<file path="config.mk">
export PLATFORM = sky130hd
export DESIGN_NAME = rr_mux_arbiter
export DESIGN_NICKNAME = d
export VERILOG_FILES = /design/src/rtl/rr_mux_arbiter.sv
export SDC_FILE = /design/constraint.sdc
export NUM_CORES = 1
export LEC_CHECK = 0
export CAP_MARGIN = 0
export CORE_MARGIN = 2
export CORE_UTILIZATION = 35
export CTS_CLUSTER_SIZE = 28
export DETAILED_ROUTE_END_ITERATION = 10
export GPL_TIMING_DRIVEN = 0
export HOLD_SLACK_MARGIN = 0.05
export PLACE_DENSITY = 0.95
export SETUP_SLACK_MARGIN = 0.05
export SYNTH_ARGS = -nofsm -noshare
export SYNTH_HDL_FRONTEND = slang
export SYNTH_HIERARCHICAL = 1
export SYNTH_SLANG_ARGS = --single-unit
</file>
<file path="constraint.sdc">
create_clock -name clk -period 4.1 [get_ports clk]
set_input_delay 1.025 -clock clk [delete_from_list [all_inputs] [get_ports clk]]
set_output_delay 1.025 -clock clk [all_outputs]
set_load 0.05 [all_outputs]
</file>
<file path="src/rtl/rr_mux_arbiter.sv">
// Four-requester round-robin arbiter sharing one data channel through a 4:1 mux.
// The owner holds the channel for up to max_burst accepted beats, then rotates.

module mux4input #(
    parameter int width = 32
) (
    input  logic [1:0]       sel,
    input  logic [width-1:0] in0,
    input  logic [width-1:0] in1,
    input  logic [width-1:0] in2,
    input  logic [width-1:0] in3,
    output logic [width-1:0] out
);
    always_comb begin
        out = in0;
        case (sel)
            2'd0: out = in0;
            2'd1: out = in1;
            2'd2: out = in2;
            2'd3: out = in3;
            default: out = in0;
        endcase
    end
endmodule

// Handshake: a beat moves from requester i when grant[i] & req[i] & ready are all
// high in the same cycle; ack[i] reports that transfer, out_valid = req of the owner.
module rr_mux_arbiter #(
    parameter int width     = 32,
    parameter int max_burst = 4
) (
    input  logic             clk,
    input  logic             reset,
    input  logic [3:0]       req,
    input  logic [width-1:0] in0,
    input  logic [width-1:0] in1,
    input  logic [width-1:0] in2,
    input  logic [width-1:0] in3,
    input  logic             ready,
    output logic [width-1:0] out,
    output logic             out_valid,
    output logic [1:0]       sel,
    output logic [3:0]       grant,
    output logic [3:0]       ack,
    output logic             state_dbg
);
    typedef enum logic {
        IDLE  = 1'b0,
        GRANT = 1'b1
    } state_t;

    localparam logic [7:0] last_beat = 8'(max_burst - 1);

    state_t     state;
    logic [1:0] last;
    logic [7:0] beat_cnt;

    logic       owner_req;
    logic       beat_done;
    logic       capped;
    logic       release_now;
    logic [3:0] hand_req;
    logic       idle_any;
    logic       hand_any;
    logic [1:0] idle_pick;
    logic [1:0] hand_pick;

    // First set bit of r at or after index start, wrapping modulo 4.
    function automatic logic [1:0] pick(input logic [1:0] start, input logic [3:0] r);
        logic [1:0] idx;
        logic       found;
        pick  = start;
        found = 1'b0;
        for (int k = 0; k < 4; k++) begin
            idx = start + 2'(k);
            if (r[idx] && !found) begin
                found = 1'b1;
                pick  = idx;
            end
        end
    endfunction

    function automatic logic [3:0] onehot(input logic [1:0] idx);
        onehot = 4'b0001 << idx;
    endfunction

    always_comb begin
        owner_req   = req[sel];
        out_valid   = (state == GRANT) && owner_req;
        ack         = grant & req & {4{ready}};
        beat_done   = |ack;
        capped      = beat_done && (beat_cnt == last_beat);
        release_now = (state == GRANT) && (!owner_req || capped);
        // The releasing owner never competes for the direct hand-over; a capped
        // sole requester therefore goes through IDLE and is re-granted from there.
        hand_req    = req & ~grant;
        idle_any    = |req;
        hand_any    = |hand_req;
        idle_pick   = pick(last + 2'd1, req);
        hand_pick   = pick(sel + 2'd1, hand_req);
    end

    always_ff @(posedge clk) begin
        if (reset) begin
            state    <= IDLE;
            sel      <= 2'd0;
            grant    <= 4'b0000;
            beat_cnt <= 8'd0;
            last     <= 2'd3;
        end else begin
            case (state)
                IDLE: begin
                    if (idle_any) begin
                        state    <= GRANT;
                        sel      <= idle_pick;
                        grant    <= onehot(idle_pick);
                        beat_cnt <= 8'd0;
                    end
                end
                GRANT: begin
                    if (release_now) begin
                        last     <= sel;
                        beat_cnt <= 8'd0;
                        if (hand_any) begin
                            sel   <= hand_pick;
                            grant <= onehot(hand_pick);
                        end else begin
                            state <= IDLE;
                            sel   <= 2'd0;
                            grant <= 4'b0000;
                        end
                    end else if (beat_done) begin
                        beat_cnt <= beat_cnt + 8'd1;
                    end
                end
                default: begin
                    state <= IDLE;
                    sel   <= 2'd0;
                    grant <= 4'b0000;
                end
            endcase
        end
    end

    assign state_dbg = state;

    mux4input #(.width(width)) u_mux (
        .sel (sel),
        .in0 (in0),
        .in1 (in1),
        .in2 (in2),
        .in3 (in3),
        .out (out)
    );
endmodule

</file>
# == Word level (Yosys, flattened, before mapping) ==
# Cells that the tools add are included.
# op_classes
addsub,9
magnitude_cmp,9
eq_ne,7
shifts,2
muxes,47
bitwise_logic,5
reduce_logical,24
# ops
op,count
$pmux 32 s4,1
$lt 2x3->1 const B,9
$mux 8,3
$bmux 1 s2,9
$mux 1,18
$mux 2,9
$pmux 8 s2,1
$and 4x4->4,3
$mux 4,3
$reduce_or 4->1,3
$logic_and 1x1->1,9
$add 2x1->2 const B,4
$add 2x2->2 const B,4
$add 8x1->8 const B,1
$eq 8x2->1 const B,1
$pmux 4 s2,1
$shl 1x2->4 const A,2
$logic_not 1->1,7
$reduce_and 2->1,3
$eq 2x2->1 const B,2
$not 4->4,1
$pmux 2 s2,1
$ne 3x1->1 const B,1
$eq 2x1->1 const B,1
6 further kinds,6
# word_totals
reg_bits,17
inputBits,135
out_inout_bits,44

# == Longest topological paths before layout ==
# Gate-level depths: netlist of the first run.
# depth
ltp_word,18
depth_mapped,7
mapped_depth_nobuf,6

# == Modules after synthesis ==
# The synthesis of the first run kept the hierarchy.
# by_module_without_submodules
module,n_inst,cells_per_inst,area_each_um2,seq_area_each_um2
rr_mux_arbiter,1,150,1243.7,340.3
mux4input,1,39,814.5,0.0

# == Least setup slack after synthesis of the first run ==
# OpenSTA, ideal clock, no wires.
# synth_timing
path_type,input to output
startpoint,input port req[2]
endpoint,output port out_valid
arrival_time_ns,1.921
slack_ns,1.154
path_stages,4
path_buffers,1
cell_sequence,buf_2 > mux4_2 > nand2_4 > inv_2
# synth_between
elab_chain_len,3
# synth_lines
item,line_no,text
"start, declared",34,"input logic [3:0] req,"
$bmux 1 s2,88,owner_req = req[sel];
$mux 1 (implied by the code),88,
$logic_and 1x1->1,89,out_valid = (state == GRANT) && owner_req;
"end, declared",41,"output logic out_valid,"
# No other way between the ends. The select of a mux whose other input is x is not followed.

# == Worst setup path after layout of the first run ==
# layout_timing
startpoint,input port req[0]
endpoint,output port out_valid
# The elaborated chain is that of the path after synthesis.

==> results of run 1 <==
routing by layer:
layer	wire length [um]	share of wire	up-vias	global-route usage
li1	-	-	1147	-
met1	3290	0.35	1208	0.303
met2	4970	0.52	132	0.500
met3	897	0.094	30	0.0831
met4	320	0.034	2	0.102
met5	13	0.0014	-	0
cells by family (layout without fill, tap and decap cells):
kind of cell	after synthesis	in the layout	synth area share
flops	17	17	0.165
simple gates	62	62	0.177
xor+xnor	4	4	0.0170
mux	34	34	0.370
compound gates	50	50	0.182
buf+inv	19	200	0.0736
fa+ha+maj	3	3	0.0158
path summary, 6_finish.rpt:
path            endpoint  slack (ns)  cells after the start
min reg2reg  beat_cnt[6]        0.52                      2
max            out_valid        0.32                      5
max reg2reg     grant[1]        1.87                      6
min          beat_cnt[6]        0.52                      2
tightest hold or removal path, cell delays in order (launching register included):
cell      delay [ns]
dfxtp_1         0.33
o21ai_0         0.07
a211oi_1        0.07
cells in the final DEF, fill, tap and decap left out, types with 2 or more instances in the layout:
cell type        count
buf_6                3
clkbuf_8             3
dfxtp_1             17
a21oi_1              6
nor2_1               7
or3_1                3
and3_1               4
buf_2                7
nand4_1              2
maj3_1               2
o221ai_1             2
o31ai_1              2
a211o_1              2
buf_12               3
nor2b_1              7
mux4_1               2
o311ai_1             2
clkbuf_1             2
a21o_1               3
nand2b_1             6
a211oi_1             4
mux4_2              31
xnor2_1              3
clkdlybuf4s50_1    176
inv_1                3
a22o_1               2
o21ai_0             10
nand2_1              8
nand3_1              7
inv_2                2
o211ai_1             2
nor3_1               7
cell type report:
type	instances	area [um2]	share of cell area
Sequential cell	17	340	0.0859
Clock buffer	4	45.0	0.0114
Buffer	14	133	0.0335
Tap cell	72	90.1	0.0227
Timing Repair Buffer	177	1770	0.447
Multi-Input combinational cell	153	1570	0.395
Inverter	5	18.8	0.00473
where the power goes:
| part | internal (uW) | leakage (uW) | switching (uW) |
|---|---|---|---|
| Combinational | 439 | 0.00122 | 533 |
| Clock | 69.0 | 0.0000228 | 60.0 |
| Sequential | 179 | 0.000139 | 24.2 |
synthesized netlist by cell type (2+ instances only):
library cell | count | area (um2)
or3_1 | 3 | 18.8
buf_2 | 7 | 35.0
nand4_1 | 2 | 12.5
o221ai_1 | 2 | 17.5
inv_2 | 2 | 7.51
o31ai_1 | 2 | 15.0
nor2_1 | 7 | 26.3
nor3_1 | 7 | 35.0
inv_1 | 3 | 11.3
buf_12 | 3 | 60.1
nor2b_1 | 7 | 43.8
a211oi_1 | 4 | 30.0
nand3_1 | 7 | 35.0
buf_6 | 3 | 33.8
nand2b_1 | 6 | 37.5
xnor2_1 | 3 | 26.3
o311ai_1 | 2 | 17.5
o211ai_1 | 2 | 15.0
a211o_1 | 2 | 17.5
dfxtp_1 | 17 | 340
a22o_1 | 2 | 17.5
a21oi_1 | 6 | 30.0
nand2_1 | 8 | 30.0
mux4_2 | 31 | 698
maj3_1 | 2 | 20.0
a21o_1 | 3 | 22.5
mux4_1 | 2 | 52.6
and3_1 | 4 | 25.0
o21ai_0 | 10 | 50.1
state kept, by name, summed over array words and instances, names as in the netlist:
register,cells
sel,2
last,2
grant,4
beat_cnt,8
state_dbg,1
through the flow:
| stage | power (uW) | utilization | hold WS [ns] | instance area (um2) |
|---|---|---|---|---|
| 3_3_place_gp | 1160 | 0.699 | 0.498 | 3920 |
| 2_1_floorplan | 821 | - | 0.476 | 2060 |
| 3_5_place_dp | 1170 | 0.699 | 0.506 | 3920 |
| 5_1_grt | 1350 | 0.707 | 0.546 | 3960 |
| 4_1_cts | 1300 | 0.707 | 0.522 | 3960 |
| 6_report | 1300 | 0.707 | 0.520 | 3960 |
==> impl_metrics.toml, run 1 <==
[synthesis]
seq_area_frac_synth = 0.165
yosysWarnings = 6
synthDistinctLibCells = 59
synth_edf_count = 0
netlist_area_um2 = 2060
async_flop_share = 0
synth_top_flop_cell = "dfxtp_1"
ys_ff_latch = 17
syn_area_per_cell_um2 = 10.9
syn_nets = 325
synth_cells = 189

[drt]
vias = 2519
antenna_left = 0
wire_per_inst_um = 21.5
first_pass_iters = 5
remaining_drc_errors = 0
drtIter0Drc = 100
vias_per_cell = 5.70
finalWirelength_um = 9500

[sta]
clock_skew_ns = 0.00565
fin_ws_ns = 0.319
min_period_ns = 3.78
layout_worst_path_cycle_share = 0.922
rsz0062_at_grt = "false"
final_hold_viol_count = 0
max-slew-margin-rel = 0.628
max_freq_mhz = 264
drv_slew = 0
finalSetupViolations = 0
tightest_slew_ns = 0.552
finalSetupTns_ns = 0

[final_layout]
synthToLayoutAreaGrowth_pct = 92.6
fillers = 438
final_nets = 507
drive_above_1_share = 0.157
antenna_cells = 0
stdcell_count = 442

[critical_path]
max_stage_delay_ns = 0.57
worstSetupPathType = "primary input to output port"
worst-path-buf-inv = 3
cp.arrival_ns = 2.76
cpMaxStageDelayCell = "mux4_2"
setup.worst_path.start = "req[0]"
path_cells = "clkdlybuf4s50_1, mux4_2, nand2_4, inv_2, dlygate4sd2_1"
worstSetupStartpointType = "primary input"
reg2reg_from = "sel[1]"
critPathCaptureType = "output port"
cp_top_family = "buffers and inverters"
crit_required_ns = 3.07
worstPathMaxFanout = 9

[floorplan]
die_h_um = 80.7
io_pins = 179
die_w_um = 80.7
core.rowCount = 27
initial_core_util = 0.367
core_area_um2 = 5610
dieArea_um2 = 6510

[clock_tree]
numCtsBuffers = 3
clk_latency_ns = 0.25
htreeDepth = 1
cts_setup_buffers = 0
cts.clk_slew.worst_paths_ns = 0.07
ctsResizeCount = 1
cts_tree = "built"
clk_path_buf_depth = 2
root_buffer = "clkbuf_8"
clock-sinks = 17
holdBufCountCts = 0

[pwr]
ir_worst_vdd_uv = 204
power_leakage_uw = 0.00138
power.density_nw_per_um2 = 329

[global_routing]
grt_pass1_wl_um = 13600
grt_overflow = 0
grt_pass1_vias = 2582
grt.total_usage = 0.277
grt_max_degree = 11
antenna_found_initial = 1

[placed_design]
place_inst = 438
post-place-ws_ns = 0.0521
io_buffers = 177
dp_hpwl_um = 7850
place_congestion = 0.930

[outcome]
run_status = "completed"

[hold_path]
hp-start = "beat_cnt[6]"
hold_class = "flip-flop to flip-flop"

[run]
cap_violations = 0
Note: power is estimated with default switching activity, not from simulation.
==> run 2: changes to the inputs <==
--- a/config.mk
+++ b/config.mk
@@ -14,6 +14,7 @@
 export HOLD_SLACK_MARGIN = 0.05
 export PLACE_DENSITY = 0.95
 export SETUP_SLACK_MARGIN = 0.05
+export SLEW_MARGIN = 20
 export SYNTH_ARGS = -nofsm -noshare
 export SYNTH_HDL_FRONTEND = slang
 export SYNTH_HIERARCHICAL = 1
==> results of run 2 <==
The final DEF is identical to that of run 1; final timing and power are the same.
==> run 3: changes to the inputs <==
--- a/config.mk
+++ b/config.mk
@@ -5,12 +5,10 @@
 export SDC_FILE = /design/constraint.sdc
 export NUM_CORES = 1
 export LEC_CHECK = 0
-export CAP_MARGIN = 0
 export CORE_MARGIN = 2
 export CORE_UTILIZATION = 35
 export CTS_CLUSTER_SIZE = 28
 export DETAILED_ROUTE_END_ITERATION = 10
-export GPL_TIMING_DRIVEN = 0
 export HOLD_SLACK_MARGIN = 0.05
 export PLACE_DENSITY = 0.95
 export SETUP_SLACK_MARGIN = 0.05
==> run 3 against run 2 <==
Critical path depth decreased by 2. Via count up 1.1%. Cell area down 1.5%.
==> impl_metrics.toml, run 3 (same netlist as run 1, synthesis figures left out) <==
[sta]
layout_worst_path_cycle_share = 0.909
finalSetupViolations = 0
tightest_slew_ns = 1.03
min_period_ns = 3.73
clock_skew_ns = 0.00225
fin_ws_ns = 0.371
drv_slew = 0
max-slew-margin-rel = 0.314
max_freq_mhz = 268
finalSetupTns_ns = 0
rsz0062_at_grt = "false"
final_hold_viol_count = 0

[clock_tree]
holdBufCountCts = 0
root_buffer = "clkbuf_8"
htreeDepth = 1
clock-sinks = 17
clk_latency_ns = 0.25
ctsResizeCount = 0
clk_path_buf_depth = 2
cts_setup_buffers = 0
cts_tree = "built"
numCtsBuffers = 3
cts.clk_slew.worst_paths_ns = 0.06

[placed_design]
dp_hpwl_um = 7750
io_buffers = 178
post-place-ws_ns = 0.359
place_congestion = 0.889

[critical_path]
cp.arrival_ns = 2.70
worstSetupStartpointType = "primary input"
crit_end = "out[29]"
setup.worst_path.start = "in1[29]"
crit_required_ns = 3.07
rr_endpoint = "grant[3]"
worstSetupPathType = "primary input to output port"
critPathCaptureType = "output port"
reg2reg_from = "sel[1]"
regToRegSetupSlack_ns = 1.41
worstRegToRegCells = 5
worstPathMaxFanout = 1

[pwr]
seqPwrFrac = 0.189
switching_share = 0.475
internal-power_uw = 670
power_frac_comb = 0.714
power_leakage_uw = 0.00134
switching_power_uw = 607
power.density_nw_per_um2 = 327
pwr-share-clk = 0.096
ir_worst_vdd_uv = 296

[floorplan]
die_w_um = 80.7
initial_core_util = 0.367
dieArea_um2 = 6510
io_pins = 179
die_h_um = 80.7
core_area_um2 = 5610
core.rowCount = 27

[final_layout]
top_regs = "beat_cnt (8), grant (4)"
synthToLayoutAreaGrowth_pct = 89.7
final_nets = 501
antenna_cells = 0
final_common_cell = "clkdlybuf4s50_1"
drive_above_1_share = 0.154
largest-register = "beat_cnt"
mostFrequentLayoutCells = "clkdlybuf4s50_1 (176), mux4_2 (31), dfxtp_1 (15)"
largest_register_ffs = 8

[drt]
vias = 2546
first_pass_iters = 4
vias_per_cell = 5.84
finalWirelength_um = 9300
drtIter0Drc = 97
antenna_left = 0
wire_per_inst_um = 21.3
remaining_drc_errors = 0

[run]
cap_violations = 0

[global_routing]
grt_overflow = 0
antenna_found_initial = 0
grt_pass1_vias = 2534
grt_max_degree = 45
grt.total_usage = 0.268
grt_pass1_wl_um = 13100

[outcome]
run_status = "completed"

[hold_path]
hold_class = "flip-flop to flip-flop"
## run 3: critical path, stage by stage
cell             delay, ns
clkdlybuf4s50_1       0.43
mux4_1                0.51
clkdlybuf4s50_1       0.73
## run 3: stage by stage
stage               utilization  power (uW)  hold WS [ns]  cell area (um2)  instances
floorplan                     -         821         0.476             2060        189
global placement          0.688        1130         0.491             3860        432
detailed placement        0.688        1150         0.508             3860        432
CTS                       0.696        1280         0.522             3910        436
global route              0.696        1330         0.544             3910        436
finish                    0.696        1280         0.513             3910        436
## run 3: how the worst min path moves through the flow
stage	startpoint	to	slack [ns]	cells past startpoint
after floorplan	beat_cnt[6]	beat_cnt[6]	0.48	2
after global placement	beat_cnt[6]	beat_cnt[6]	0.49	2
after detailed placement	beat_cnt[6]	beat_cnt[6]	0.51	2
after CTS	beat_cnt[6]	beat_cnt[6]	0.52	2
after global routing	beat_cnt[5]	beat_cnt[5]	0.54	2
final	beat_cnt[6]	beat_cnt[6]	0.51	2
## run 3: cell type report
class,count,area [um2]
timing repair buffer,185,1840
sequential,17,343
tap,72,90.1
clock buffer,4,45.0
fill,438,1700
inverter,5,18.8
multi-input combinational,153,1570
## run 3: per-layer routing
metal	up-vias	global-route usage	wire length, um
li1	1140	-	-
met1	1209	0.303	3280
met2	163	0.477	4750
met3	34	0.0719	888
met4	0	0.107	386
met5	-	0	0
## run 3: power by group through the flow
stage | clock [uW] | combinational, uW | sequential [uW]
floorplan | 0 | 587 | 234
global placement | 0 | 889 | 244
detailed placement | 0 | 908 | 245
CTS | 125 | 912 | 241
global route | 133 | 946 | 248
finish | 123 | 912 | 242
